$ cat src/rtl/uart_pkg.sv
`default_nettype none
// ============================================================================
// Package : uart_pkg
// Brief   : Shared UART types and constants (state enum, data width, divider).
// Rev     : 1.0
// ============================================================================
package uart_pkg;

  localparam int unsigned UART_DATA_W      = 8;
  localparam int unsigned UART_DEF_CLK_DIV = 434;

  typedef enum logic [2:0] {
    IDLE,
    START,
    DATA,
`ifdef UART_TX_PARITY_EN
    PARITY,
`endif
    STOP
  } uart_state_e;

  function automatic logic uart_parity(input logic [UART_DATA_W-1:0] data, input logic odd);
    return (^data) ^ odd;
  endfunction

endpackage
`default_nettype wire

$ cat src/rtl/uart_baud_cnt.sv
`default_nettype none
// ============================================================================
// Module  : uart_baud_cnt
// Brief   : Bit-period divider, counts 0..CLK_DIV-1 and flags the last cycle.
// Rev     : 1.0
// ============================================================================
module uart_baud_cnt
  import uart_pkg::*;
#(
  parameter int unsigned CLK_DIV = UART_DEF_CLK_DIV
) (
  input  logic clk,
  input  logic resetn,
  input  logic clr_i,
  output logic bit_done_o
);

  localparam int unsigned            c_cnt_w = $clog2(CLK_DIV);
  localparam logic [c_cnt_w-1:0]     c_last  = c_cnt_w'(CLK_DIV - 1);

  logic [c_cnt_w-1:0] cnt_q;
  logic [c_cnt_w-1:0] cnt_d;

  assign bit_done_o = (cnt_q == c_last);

  always_comb begin
    cnt_d = cnt_q + c_cnt_w'(1);
    if (clr_i || bit_done_o) begin
      cnt_d = '0;
    end
  end

  always_ff @(posedge clk or negedge resetn) begin
    if (!resetn) begin
      cnt_q <= '0;
    end else begin
      cnt_q <= cnt_d;
    end
  end

endmodule
`default_nettype wire

$ cat src/rtl/uart_tx_serializer.sv
`default_nettype none
// ============================================================================
// Module  : uart_tx_serializer
// Brief   : UART TX serializer with one-byte holding register and overrun flag.
//           Define UART_TX_PARITY_EN to insert a parity bit after D7.
// Rev     : 1.0
// ============================================================================
module uart_tx_serializer
  import uart_pkg::*;
#(
  parameter int unsigned CLK_DIV    = UART_DEF_CLK_DIV,
  parameter int unsigned STOP_BITS  = 1,
  parameter int unsigned PARITY_ODD = 0
) (
  input  logic                   clk,
  input  logic                   resetn,
  input  logic [UART_DATA_W-1:0] tx_data,
  input  logic                   tx_data_valid,
  output logic                   tx_data_ack,
  output logic                   txd,
  output logic                   tx_busy,
  output logic                   tx_hold_full,
  output logic                   tx_overrun,
  input  logic                   tx_overrun_clr
);

  localparam logic [2:0] c_last_stop = 3'(STOP_BITS - 1);

  uart_state_e            state_q;
  logic [UART_DATA_W-1:0] shift_q;
  logic [UART_DATA_W-1:0] hold_q;
  logic                   hold_vld_q;
  logic [2:0]             bit_cnt_q;
  logic                   txd_q;
  logic                   ack_q;
  logic                   overrun_q;

  logic                   w_bit_done;
  logic                   w_frame_end;
  logic                   w_direct_load;
  logic                   w_load;
  logic [UART_DATA_W-1:0] w_load_byte;

  uart_baud_cnt #(
    .CLK_DIV (CLK_DIV)
  ) u_baud_cnt (
    .clk        (clk),
    .resetn     (resetn),
    .clr_i      (state_q == IDLE),
    .bit_done_o (w_bit_done)
  );

  assign w_frame_end   = (state_q == STOP) && w_bit_done && (bit_cnt_q == c_last_stop);
  // A write landing on the frame-end cycle with an empty hold goes straight to the shifter.
  assign w_direct_load = tx_data_valid && ((state_q == IDLE) || (w_frame_end && !hold_vld_q));
  assign w_load        = w_direct_load || (w_frame_end && hold_vld_q);
  assign w_load_byte   = hold_vld_q ? hold_q : tx_data;

`ifdef UART_TX_PARITY_EN
  logic par_q;
`else
  logic w_unused_parity_odd;
  assign w_unused_parity_odd = (PARITY_ODD != 0);
`endif

  always_ff @(posedge clk or negedge resetn) begin
    if (!resetn) begin
      state_q    <= IDLE;
      shift_q    <= '0;
      hold_q     <= '0;
      hold_vld_q <= 1'b0;
      bit_cnt_q  <= '0;
      txd_q      <= 1'b1;
      ack_q      <= 1'b0;
      overrun_q  <= 1'b0;
`ifdef UART_TX_PARITY_EN
      par_q      <= 1'b0;
`endif
    end else begin
      ack_q <= 1'b0;

      case (state_q)
        IDLE: ;
        START: begin
          if (w_bit_done) begin
            state_q   <= DATA;
            bit_cnt_q <= '0;
            txd_q     <= shift_q[0];
          end
        end
        DATA: begin
          if (w_bit_done) begin
            if (bit_cnt_q == 3'd7) begin
`ifdef UART_TX_PARITY_EN
              state_q   <= PARITY;
              txd_q     <= par_q;
`else
              state_q   <= STOP;
              txd_q     <= 1'b1;
              bit_cnt_q <= '0;
`endif
            end else begin
              bit_cnt_q <= bit_cnt_q + 3'd1;
              shift_q   <= shift_q >> 1;
              txd_q     <= shift_q[1];
            end
          end
        end
`ifdef UART_TX_PARITY_EN
        PARITY: begin
          if (w_bit_done) begin
            state_q   <= STOP;
            txd_q     <= 1'b1;
            bit_cnt_q <= '0;
          end
        end
`endif
        STOP: begin
          if (w_bit_done) begin
            if (bit_cnt_q == c_last_stop) begin
              ack_q   <= 1'b1;
              state_q <= IDLE;
            end else begin
              bit_cnt_q <= bit_cnt_q + 3'd1;
            end
          end
        end
        default: begin
          state_q <= IDLE;
          txd_q   <= 1'b1;
        end
      endcase

      if (w_load) begin
        shift_q    <= w_load_byte;
        state_q    <= START;
        txd_q      <= 1'b0;
        bit_cnt_q  <= '0;
        hold_vld_q <= 1'b0;
`ifdef UART_TX_PARITY_EN
        par_q      <= uart_parity(w_load_byte, PARITY_ODD != 0);
`endif
      end

      // Clear first so a simultaneous drop keeps the flag set.
      if (tx_overrun_clr) begin
        overrun_q <= 1'b0;
      end
      if (tx_data_valid && !w_direct_load) begin
        if (!hold_vld_q || w_frame_end) begin
          hold_q     <= tx_data;
          hold_vld_q <= 1'b1;
        end else begin
          overrun_q <= 1'b1;
        end
      end
    end
  end

  assign txd          = txd_q;
  assign tx_data_ack  = ack_q;
  assign tx_busy      = (state_q != IDLE) || hold_vld_q;
  assign tx_hold_full = hold_vld_q;
  assign tx_overrun   = overrun_q;

endmodule
`default_nettype wire
$ cat config.mk
export PLATFORM = sky130hd
export DESIGN_NAME = uart_tx_serializer
export DESIGN_NICKNAME = d
export VERILOG_FILES = /design/src/rtl/uart_pkg.sv /design/src/rtl/uart_baud_cnt.sv /design/src/rtl/uart_tx_serializer.sv
export SDC_FILE = /design/constraint.sdc
export NUM_CORES = 1
export LEC_CHECK = 0
export CORE_MARGIN = 5
export CORE_UTILIZATION = 53
export CTS_CLUSTER_DIAMETER = 30
export DETAILED_ROUTE_END_ITERATION = 6
export GPL_TIMING_DRIVEN = 0
export PLACE_DENSITY = 0.74
export SYNTH_ARGS = -nofsm -noshare
export SYNTH_HDL_FRONTEND = slang
export SYNTH_HIERARCHICAL = 1
export SYNTH_SLANG_ARGS = --single-unit
export TNS_END_PERCENT = 20
$ cat constraint.sdc
create_clock -name clk -period 2.55 [get_ports clk]
set_input_delay 0.3825 -clock clk [delete_from_list [all_inputs] [get_ports clk]]
set_output_delay 0.3825 -clock clk [all_outputs]
set_load 0.05 [all_outputs]
# ---- Word-level counts from Yosys, hierarchy flattened
# Cells that the tools add are included.
dict set report word_totals {
  out_inout_bits 5
  wordCells 84
  input_bits 12
  register_bits 35
}
dict set report op_classes {
  reduce_logical 25
  add_sub_neg 2
  mux 34
  eq_ne 14
}
# operator n
set op_table {}
lappend op_table {{8-bit two-way mux} 5}
lappend op_table {{3-bit two-way mux} 12}
lappend op_table {{1-bit two-way mux} 13}
lappend op_table {{3-bit by 2-bit inequality test with 1-bit output (second input constant)} 4}
lappend op_table {{3-bit one-hot mux with 4 select lines} 1}
lappend op_table {{9-bit by 1-bit adder with 9-bit output (second input constant)} 1}
lappend op_table {{9-bit equality test (second input constant)} 1}
lappend op_table {{9-bit two-way mux} 1}
lappend op_table {{3-bit one-hot mux with 3 select lines} 1}
lappend op_table {{3-bit by 2-bit equality test with 1-bit output (second input constant)} 2}
lappend op_table {{1-bit logical AND} 6}
lappend op_table {{3-bit logical NOT} 2}
lappend op_table {{3-bit inequality test (second input constant)} 2}
lappend op_table {{3-bit AND reduction} 2}
lappend op_table {{6-bit AND reduction} 1}
lappend op_table {{1-bit logical OR} 5}
lappend op_table {{5-bit AND reduction} 1}
lappend op_table {{2-bit inequality test (second input constant)} 2}
lappend op_table {{2-bit nonzero test} 2}
lappend op_table {{4-bit nonzero test} 1}
lappend op_table {{3-bit by 1-bit adder with 3-bit output (second input constant)} 1}
lappend op_table {{3-bit by 1-bit equality test with 1-bit output (second input constant)} 1}
lappend op_table {{3-bit equality test (second input constant)} 1}
lappend op_table {{1-bit one-hot mux with 3 select lines} 1}
lappend op_table {{other kinds (5)} 6}

# ---- Depth between registers and ports, before layout
# Gate-level depths: netlist of run 1.
dict set report logic_depth {
  word_depth 10
  depth_mapped 10
  ltp_nobuf 8
}

# ---- Hierarchy
# Netlist of run 1, hierarchy kept.
# mod cells_per_inst instances area_per_inst_um2 seq_area_each_um2
set modules_own_cells {}
lappend modules_own_cells {uart_tx_serializer 121 1 1422.6 626.9}
lappend modules_own_cells {uart_baud_cnt 48 1 485.5 225.2}

# ---- Worst setup path before layout of run 1
# OpenSTA, ideal clock, no wires.
dict set report synth_path {
  path_type {reg2reg}
  startpoint {register u_baud_cnt.cnt_q[2]}
  endpoint {register shift_q[1]}
  arrival_ps 2171
  stages_incl_launch_ff 9
  setup_time_ps 79
  path_slack_ps 299
  required_time_ps 2471
  period_less_slack_ps 2251
  n_path_buf 2
  cell_sequence {dfrtp_1 > or3_4 > nor3_1 > and4b_1 > buf_6 > a21oi_4 > nor2_4 > buf_6 > mux2i_1}
}
dict set report synth_between {
  elab_chain_len 9
  word_cells_on_any_way 13
  classes_between {eq/ne: 2; mux: 1; reduce/logical: 10}
}
# item line_no
set synth_rtl {}
lappend synth_rtl {{start, declared} uart_baud_cnt.sv:21} ;# logic [c_cnt_w-1:0] cnt_q;
lappend synth_rtl {{start signal, assigned} uart_baud_cnt.sv:37} ;# cnt_q <= cnt_d;
lappend synth_rtl {{9-bit equality test (*)} uart_baud_cnt.sv:24} ;# assign bit_done_o = (cnt_q == c_last);
lappend synth_rtl {{net w_bit_done} uart_tx_serializer.sv:38} ;# logic w_bit_done;
lappend synth_rtl {{1-bit logical AND (2 in a row)} uart_tx_serializer.sv:53} ;# assign w_frame_end = (state_q == STOP) && w_bit_done && (bit_cnt_q == c_last_stop);
lappend synth_rtl {{1-bit logical AND} uart_tx_serializer.sv:55} ;# assign w_direct_load = tx_data_valid && ((state_q == IDLE) || (w_frame_end && !hold_vld_q));
lappend synth_rtl {{1-bit logical OR} uart_tx_serializer.sv:55}
lappend synth_rtl {{1-bit logical AND} uart_tx_serializer.sv:55}
lappend synth_rtl {{1-bit logical OR} uart_tx_serializer.sv:56} ;# assign w_load = w_direct_load || (w_frame_end && hold_vld_q);
lappend synth_rtl {{2-bit inequality test (no line) / 2-bit nonzero test (equally long branches)} -}
lappend synth_rtl {{3-bit AND reduction (no line)} -}
lappend synth_rtl {{end signal, assigned} uart_tx_serializer.sv:104} ;# shift_q <= shift_q >> 1;
lappend synth_rtl {{end signal, assigned} uart_tx_serializer.sv:135} ;# shift_q <= w_load_byte;
lappend synth_rtl {{end, declared} uart_tx_serializer.sv:30} ;# logic [UART_DATA_W-1:0] shift_q;
# The timed path passes the listed nets; every way through them passes the cells marked *.
# A chain may end at the register's enable or synchronous reset.

# ---- Worst setup path in the final report of run 1
# Same ends and word-level chain as after synthesis.

==> results of run 1 <==
-- metrics by stage --
stage | std cells | setup WS [ns] | instance area, um2
6_report | 239 | 0.175 | 2200
5_1_grt | 239 | 0.0229 | 2200
4_1_cts | 239 | 0.166 | 2200
3_5_place_dp | 231 | -0.0519 | 2120
3_3_place_gp | 231 | 0.00670 | 2130
2_1_floorplan | 169 | 0.299 | 1910
-- where the power goes --
group,internal [uW],switching (uW)
logic,481,572
registers,743,153
clock network,203,182
total,1430,907
-- how the worst max path moves through the flow --
stage                                   start          to  slack, ns  cells past startpoint
after global placement    u_baud_cnt/cnt_q[2]  shift_q[7]      0.007                      8
after floorplan           u_baud_cnt/cnt_q[2]  shift_q[1]       0.30                      8
after global routing      u_baud_cnt/cnt_q[2]  shift_q[2]       0.02                      8
after CTS                 u_baud_cnt/cnt_q[2]  shift_q[7]       0.17                      8
after detailed placement  u_baud_cnt/cnt_q[2]  shift_q[7]      -0.05                      8
final                     u_baud_cnt/cnt_q[2]  shift_q[1]       0.18                      8
-- Yosys cell counts (3+ instances only) --
library cell,instances
dfrtp_1,33
mux2i_1,24
inv_1,11
nor2_1,11
mux2_2,10
ha_1,9
nand2_1,9
o21ai_0,9
nand2b_1,4
nand3_1,4
a31oi_1,3
buf_6,3
-- layout make-up --
type                    instances  area, um2
clock inverters                 3       40.0
fillers                       273       1210
flip-flops and latches         34        852
clock buffers                   5       37.5
inverters                      11       41.3
well taps                      46       57.6
repair buffers                 16        154
multi-input cells             120        981
plain buffers                   4       38.8
-- logic make-up after synthesis --
family	Yosys count
and+or+nand+nor	46
adders and majority gates	9
xor gates and xnor gates	4
buffers and inverters	15
muxes	34
DFF	34
AOI/OAI and AO/OA	27
-- sequential cells by signal, summed over array words and instances (netlist names) --
register and cells:
tx_data_ack 1, hold_q 8, bit_cnt_q 3, shift_q 8
tx_overrun 1, state_q 2, txd 1, u_baud_cnt/cnt_q 9
tx_hold_full 1
-- routing by layer --
layer / global-route usage / vias to the layer above
met5: 0 / -
met4: 0.0745 / 0
met3: 0.0330 / 5
met2: 0.271 / 32
met1: 0.205 / 673
li1: - / 655
==> flow_summary.yaml, run 1 <==
cts:
  post_cts_hold_buffer_count: 0
  clk_root_buffer_cell: "clkbuf_4"
  clk_pin_slew_worst_paths_ns: 0.10
  cts_tree: "done"
  clkSinkCount: 34
  cts_max_level: 2
  clk_path_buf_depth: 2
  cts-resized-gates: 2
  clk_latency_ns: 0.34
  post_cts_buffers: 0
  cts-buffers-inserted: 5
global_routing:
  grt-ovfl-total: 0
  overall_global_routing_usage: 0.164
  wire_length_of_the_first_global_routing_pass_um: 6420
  number_of_global_route_vias_before_repair: 1380
  antenna_violations_before_repair: 0
  grt_max_degree: 35
critical_path:
  timing.critical_path.fanout_max: 10
  cp_cell_sequence: "or3_4, nor3_2, and4b_1, buf_6, a21oi_4, nor2_4, buf_6, mux2i_1"
  cell_with_the_largest_stage_delay_on_the_worst_path: "dfrtp_1"
  reg2reg_to: "shift_q[1]"
  cp_class: "flop to flop"
  cp_num_buf_inv: 2
  cp_common_cell: "buf_6"
  r2r.worst_path.cells: 8
  crit_path_end_kind: "flop"
  critPathRequiredTime_ns: 2.81
  timing.critical_path.max_delay_family: "simple AND/OR/NAND/NOR gates"
  critPathLaunchType: "flop"
  setup.reg_to_reg.worst_slack_ns: 0.18
  worstPathArrival_ns: 2.64
  critical_path.reg2reg.startpoint: "u_baud_cnt/cnt_q[2]"
  critical-path-max-stage-delay_ns: 0.46
run_status:
  outcome: "completed"
drt:
  top_signal_layer_used: "met4"
  drt-total-wl_um: 3590
  routed-wl-met2_um: 1760
  firstDrtPassIters: 4
  route.vias.total: 1365
  routed_wire_length_per_instance_um: 15.0
  m1WireLength_um: 1590
  wl_met3_um: 194
  detail_route.iter0.violations: 69
  antenna_left: 0
  post-route-drc-count: 0
  viasPerCell: 5.71
yosys:
  synth.yosys.seq_area_share: 0.447
  synth_xor_area_frac: 0.0223
  compound_cell_area_share_of_the_yosys_netlist: 0.106
  synth_warnings: 6
  synth.largest_area_cell: "dfrtp_1"
  largest_family_of_logic_cells_by_synthesized_area: "multiplexers"
  synth_fa_ha_area_frac: 0.0590
  synth_flop_cell: "dfrtp_1"
  synth_fp_nets: 190
  synth_simple_gate_area_frac: 0.140
  syn_inst: 169
  yosys-mux-area-fraction: 0.185
  synthesis.area_per_instance_um2: 11.3
  postSynth.asyncResetShare: 1.00
  post-synth-top-area-fraction: 0.433
  synth_cell_types: 43
  synth-edff-count: 0
  synth.ff_latch_count: 34
  post_synth_instance_area_um2: 1910
  synth.top_cells.by_area: "dfrtp_1, mux2i_1, ha_1"
power_and_ir_drop:
  fin_total_pwr_uw: 2330
  p_per_area_nw_per_um2: 1060
  power.static_leakage_uw: 0.00101
  vdd_ir_drop_max_v: 0.000609
final_layout:
  post-route-util: 0.645
  final_common_cell: "dfrtp_1"
  flow.area_growth_from_synthesis_pct: 15.4
  highest_count_cells_in_the_layout_ignoring_fill_and_taps: "dfrtp_1, mux2i_1, clkdlybuf4s50_1, inv_1, nor2_1"
  final_nets: 213
  layout_cells_sized_above_1: 0.171
  num_antenna_cells: 0
floorplan:
  dieHeight_um: 70
  core.rowCount: 21
  floorplan.initialDensity: 0.559
  floorplan.die.width_um: 70
  design.die.area_um2: 4900
  ios: 17
  core_area_um2: 3420
timing:
  rsz0062_at_grt: "false"
  hold_viol: 0
  fin_skew_ns: 0.0100
  tightestPinTransition_ns: 0.765
  final_period_minus_worst_setup_slack_ns: 2.37
  timing.hold.ws_ns: 0.106
  final.setup.tns_ns: 0
  timing.max_slew.rel_slack: 0.490
  layout_worst_path_cycle_share: 0.931
  setup_viol_count_final: 0
  fmax_mhz: 421
  timing_max_transition_violations_final: 0
place:
  detailed_place_hpwl_um: 2600
  port_buffers: 16
  final_gp_congestion: 0.839
flow_run:
  max_cap_violations: 0
min_path:
  worstHoldPathType: "input pin to asynchronous set/reset pin"
Note: power is estimated with default switching activity, not from simulation.
==> inputs of run 2 (changes only) <==
--- a/config.mk
+++ b/config.mk
@@ -10,7 +10,7 @@
 export CTS_CLUSTER_DIAMETER = 30
 export DETAILED_ROUTE_END_ITERATION = 6
 export GPL_TIMING_DRIVEN = 0
-export PLACE_DENSITY = 0.74
+export PLACE_DENSITY = 0.71
 export SYNTH_ARGS = -nofsm -noshare
 export SYNTH_HDL_FRONTEND = slang
 export SYNTH_HIERARCHICAL = 1
==> constraint.sdc (replaced) <==
create_clock -name clk -period 2.5 [get_ports clk]
set_input_delay 0.375 -clock clk [delete_from_list [all_inputs] [get_ports clk]]
set_output_delay 0.375 -clock clk [all_outputs]
set_load 0.05 [all_outputs]
==> run 2 against run 1 <==
Compared with the run above:
- cell area increased by 0.34%
- clock power decreased by 2%
- non-clock buffer count unchanged
- utilization increased by 0.22 points
- fmax increased by 3.1%
- critical endpoint is now shift_q[7]
- global-route usage decreased by 0.99 points
- count of clock-buffer cells in the layout increased by 3
- die area unchanged
- routed wire length decreased by 4.6%
- combinational power about the same
==> flow_summary.yaml, run 2 (synthesis gave the netlist of run 1 again) <==
run_status:
  outcome: "completed"
drt:
  routed_wire_length_per_instance_um: 14.3
  antenna_left: 0
  post-route-drc-count: 0
  detail_route.iter0.violations: 58
  drt-total-wl_um: 3430
  viasPerCell: 5.51
  firstDrtPassIters: 4
  route.vias.total: 1316
cts:
  cts-buffers-inserted: 5
  cts-resized-gates: 2
  clk_path_buf_depth: 2
  clk_latency_ns: 0.33
  cts_tree: "done"
  clk_root_buffer_cell: "clkbuf_4"
  post_cts_buffers: 0
  clk_pin_slew_worst_paths_ns: 0.11
  cts_max_level: 2
  post_cts_hold_buffer_count: 0
  clkSinkCount: 34
timing:
  timing.max_slew.rel_slack: 0.501
  fmax_mhz: 434
  worst_setup_slack_final_ns: 0.196
  rsz0062_at_grt: "false"
  final.setup.tns_ns: 0
  final_period_minus_worst_setup_slack_ns: 2.30
  layout_worst_path_cycle_share: 0.922
  timing.hold.ws_ns: 0.0899
  hold_viol: 0
  fin_skew_ns: 0.00646
  setup_viol_count_final: 0
  timing_max_transition_violations_final: 0
  tightestPinTransition_ns: 0.748
power_and_ir_drop:
  vdd_ir_drop_max_v: 0.000703
  p_per_area_nw_per_um2: 1060
  power.static_leakage_uw: 0.00102
  fin_total_pwr_uw: 2350
final_layout:
  largest_register: "u_baud_cnt/cnt_q"
  reg.largest.list: "u_baud_cnt/cnt_q: 9 flops, hold_q: 8 flops, shift_q: 8 flops"
  final_common_cell: "dfrtp_1"
  final_nets: 213
  flow.area_growth_from_synthesis_pct: 15.8
  layout_cells_sized_above_1: 0.171
  highest_count_cells_in_the_layout_ignoring_fill_and_taps: "dfrtp_1, mux2i_1, clkdlybuf4s50_1, inv_1, nor2_1"
  filler_instances: 294
  largest_register_ffs: 9
  num_antenna_cells: 0
floorplan:
  ios: 17
  core_area_um2: 3420
  floorplan.die.width_um: 70
  dieHeight_um: 70
  core.rowCount: 21
  floorplan.initialDensity: 0.559
  design.die.area_um2: 4900
critical_path:
  timing.critical_path.fanout_max: 10
  critPathLaunchType: "flop"
  worstPathArrival_ns: 2.57
  cp_class: "flop to flop"
  critical_path.reg2reg.startpoint: "u_baud_cnt/cnt_q[2]"
  critPathRequiredTime_ns: 2.76
  worstSetupStartpoint: "u_baud_cnt/cnt_q[2]"
  crit_path_end_kind: "flop"
place:
  detailedPlace.worstSlack_ns: -0.0921
  port_buffers: 16
  final_gp_congestion: 0.815
  detailed_place_hpwl_um: 2520
flow_run:
  max_cap_violations: 0
global_routing:
  grt_max_degree: 35
  grt-ovfl-total: 0
  number_of_global_route_vias_before_repair: 1335
  overall_global_routing_usage: 0.154
  antenna_violations_before_repair: 0
  wire_length_of_the_first_global_routing_pass_um: 6020
min_path:
  worstHoldPathType: "input pin to asynchronous set/reset pin"
## run 2: cell types whose count changed in the layout (fill, tap and decap cells not counted), sizes merged
cell and delta:
clkinv -2, clkbuf +3, bufinv -1
## run 2: routing by layer
| layer | routed length (um) | up-vias | global-route usage |
|---|---|---|---|
| met5 | 0 | - | 0 |
| met3 | 121 | 5 | 0.0445 |
| li1 | - | 657 | - |
| met1 | 1640 | 635 | 0.197 |
| met4 | 42 | 0 | 0.0574 |
| met2 | 1620 | 19 | 0.246 |
## run 2: path summary, 6_finish.rpt
path                                       endpoint  slack, ns  depth (start not counted)
worst min register to register            hold_q[6]       0.51                          1
min in group clk                          hold_q[6]       0.51                          1
max in group asynchronous                shift_q[2]       1.93                          1
worst max register to register           shift_q[7]       0.20                          8
worst max-delay path                     shift_q[7]       0.20                          8
worst min-delay path            u_baud_cnt/cnt_q[8]       0.09                          1
## run 2: cell type report
| class | count | area (um2) | area share |
|---|---|---|---|
| multi-input combinational | 120 | 987 | 0.447 |
| sequential | 34 | 852 | 0.386 |
| timing repair buffer | 16 | 154 | 0.0696 |
| clock buffer | 8 | 78.8 | 0.0357 |
| tap | 46 | 57.6 | 0.0260 |
| inverter | 11 | 41.3 | 0.0187 |
| buffer | 4 | 38.8 | 0.0176 |
## run 2: stage by stage
step,instances,cell area (um2),util
floorplan,169,1910,-
global placement,231,2130,0.622
detailed placement,231,2120,0.621
CTS,239,2200,0.645
global route,239,2210,0.647
finish,239,2210,0.647
## run 2: critical path: stages, from the launching register on
cell and delay [ns]:
dfrtp_1 0.46, or3_4 0.45, nor3_4 0.25, and4b_1 0.25
buf_6 0.15, a21oi_4 0.08, nor2_4 0.22, buf_6 0.19
mux2i_1 0.19
## run 2: power by group
group	leakage (uW)	switching, uW	internal, uW
Combinational	0.000547	574	487
Sequential	0.000426	152	757
Clock	0.0000446	183	192
Total	0.00102	909	1440
==> inputs of run 3 (changes only) <==
==> constraint.sdc (replaced) <==
create_clock -name clk -period 2.5 [get_ports clk]
set_input_delay 0.375 -clock clk [delete_from_list [all_inputs] [get_ports clk]]
set_output_delay 0.375 -clock clk [all_outputs]
set_load 0.01 [all_outputs]
==> run 3 against run 2 <==
Compared with the run above:
- critical path type unchanged
- first-iteration DRC count did not move
- sequential power barely moved
- count of clock-buffer cells in the layout stayed put
- utilization about the same
- largest power group unchanged
- worst hold slack is essentially flat
- die area stayed put
- setup slack worse by 0.0027 ns
- cell count is the same
- flip-flop and latch count unchanged
==> flow_summary.yaml, run 3 (synthesis gave the netlist of run 1 again) <==
final_layout:
  filler_instances: 294
  ff_latch_area_um2: 852
  num_antenna_cells: 0
  final_nets: 213
  reg.largest.list: "u_baud_cnt/cnt_q: 9 flops, hold_q: 8 flops, shift_q: 8 flops"
  post_layout_nonfiller_instances: 239
  layout_cells_sized_above_1: 0.171
  multi_input_area_um2: 987
  final_common_cell: "dfrtp_1"
  flow.area_growth_from_synthesis_pct: 15.9
  highest_count_cells_in_the_layout_ignoring_fill_and_taps: "dfrtp_1, mux2i_1, clkdlybuf4s50_1, inv_1, nor2_1"
  largest_register: "u_baud_cnt/cnt_q"
  largest_register_ffs: 9
floorplan:
  design.die.area_um2: 4900
  core_area_um2: 3420
  core.rowCount: 21
  floorplan.die.width_um: 70
  dieHeight_um: 70
  floorplan.initialDensity: 0.559
  ios: 17
cts:
  cts-buffers-inserted: 5
  clk_latency_ns: 0.33
  clkSinkCount: 34
  clk_pin_slew_worst_paths_ns: 0.11
  clk_path_buf_depth: 2
  clk_root_buffer_cell: "clkbuf_4"
  post_cts_hold_buffer_count: 0
  cts_tree: "done"
  cts_max_level: 2
  post_cts_buffers: 0
global_routing:
  wire_length_of_the_first_global_routing_pass_um: 6020
  global_route.usage.met2: 0.246
  gr_util_met1: 0.197
  grt.met3_usage: 0.0445
  grt_max_degree: 35
  number_of_global_route_vias_before_repair: 1335
  antenna_violations_before_repair: 0
  grt-ovfl-total: 0
  overall_global_routing_usage: 0.154
  globalRoute.busiestLayer: "met2"
timing:
  setup_viol_count_final: 0
  tightestPinTransition_ns: 0.748
  fin_skew_ns: 0.00646
  timing.hold.ws_ns: 0.0899
  timing_max_transition_violations_final: 0
  timing.max_slew.rel_slack: 0.501
  fmax_mhz: 433
  rsz0062_at_grt: "false"
  final_period_minus_worst_setup_slack_ns: 2.31
  layout_worst_path_cycle_share: 0.923
  hold_viol: 0
drt:
  route.vias.total: 1317
  viasPerCell: 5.51
  post-route-drc-count: 0
  firstDrtPassIters: 4
  antenna_left: 0
  routed_wire_length_per_instance_um: 14.3
  detail_route.iter0.violations: 58
  drt-total-wl_um: 3430
critical_path:
  r2r.worst_path.cells: 8
  critPathLaunchType: "flop"
  cp_common_cell: "buf_6"
  cell_with_the_largest_stage_delay_on_the_worst_path: "dfrtp_1"
  reg2reg_to: "shift_q[7]"
  crit_path_end_kind: "flop"
  cp_class: "flop to flop"
  critical_path.reg2reg.startpoint: "u_baud_cnt/cnt_q[2]"
  timing.critical_path.max_delay_family: "simple AND/OR/NAND/NOR gates"
  cp_num_buf_inv: 2
  cp_cell_sequence: "or3_4, nor3_4, and4b_1, buf_6, a21oi_4, nor2_4, buf_6, mux2i_1"
  critPathRequiredTime_ns: 2.76
  critical-path-max-stage-delay_ns: 0.46
  worstPathArrival_ns: 2.57
  timing.critical_path.fanout_max: 10
  setup.reg_to_reg.worst_slack_ns: 0.19
place:
  placed_cells: 231
  detailed_place_hpwl_um: 2520
  final_gp_congestion: 0.815
  port_buffers: 16
flow_run:
  max_cap_violations: 0
power_and_ir_drop:
  vdd_ir_drop_max_v: 0.000609
  p_per_area_nw_per_um2: 1020
  power.static_leakage_uw: 0.00102
min_path:
  worstHoldPathType: "input pin to asynchronous set/reset pin"
run_status:
  outcome: "completed"
[run 3: cell types whose count changed in the layout (fill, tap and decap cells not counted)]
cell | previous run | this run
clkdlybuf4s50_1 | 14 | 15
dlygate4sd2_1 | 1 | 0
[run 3: layer usage]
metal / vias up / share of wire / wire length [um]
met5: - / 0 / 0
met3: 5 / 0.035 / 120
met1: 636 / 0.48 / 1640
met2: 19 / 0.47 / 1620
li1: 657 / - / -
met4: 0 / 0.012 / 42
[run 3: report_power, final]
group / total [uW] / switching [uW] / leakage [uW] / internal [uW]
Sequential: 909 / 152 / 0.000426 / 757
Combinational: 978 / 485 / 0.000548 / 493
Clock: 376 / 183 / 0.0000446 / 192
[run 3: cell type report]
cell class | count | area share
sequential | 34 | 0.385
inverter | 11 | 0.0187
tap | 46 | 0.0260
timing repair buffer | 16 | 0.0702
multi-input combinational | 120 | 0.447
clock buffer | 8 | 0.0357
buffer | 4 | 0.0175
[run 3: worst max-delay path by stage]
stage	from	endpoint	slack (ns)	depth (start not counted)
floorplan	u_baud_cnt/cnt_q[2]	shift_q[1]	0.27	8
global placement	u_baud_cnt/cnt_q[2]	shift_q[7]	-0.06	8
detailed placement	u_baud_cnt/cnt_q[2]	shift_q[7]	-0.09	8
CTS	u_baud_cnt/cnt_q[2]	shift_q[7]	0.07	8
global route	u_baud_cnt/cnt_q[1]	shift_q[1]	0.05	10
finish	u_baud_cnt/cnt_q[2]	shift_q[7]	0.19	8
[run 3: stage by stage]
step	instance area [um2]	power (uW)	setup TNS [ns]	setup WS, ns	util
after floorplan	1910	1640	0	0.266	-
final	2210	2260	0	0.193	0.647
after detailed placement	2120	1910	-0.576	-0.0921	0.621
after global routing	2210	2450	0	0.0501	0.647
after CTS	2200	2290	0	0.0742	0.645
after global placement	2130	1860	-0.200	-0.0561	0.622
[run 3: timing repair]
action,CTS,global route
endpoints found under the setup margin,18,4
endpoints found under the hold margin,0,0
gates resized for setup,1,1
cloned,0,0
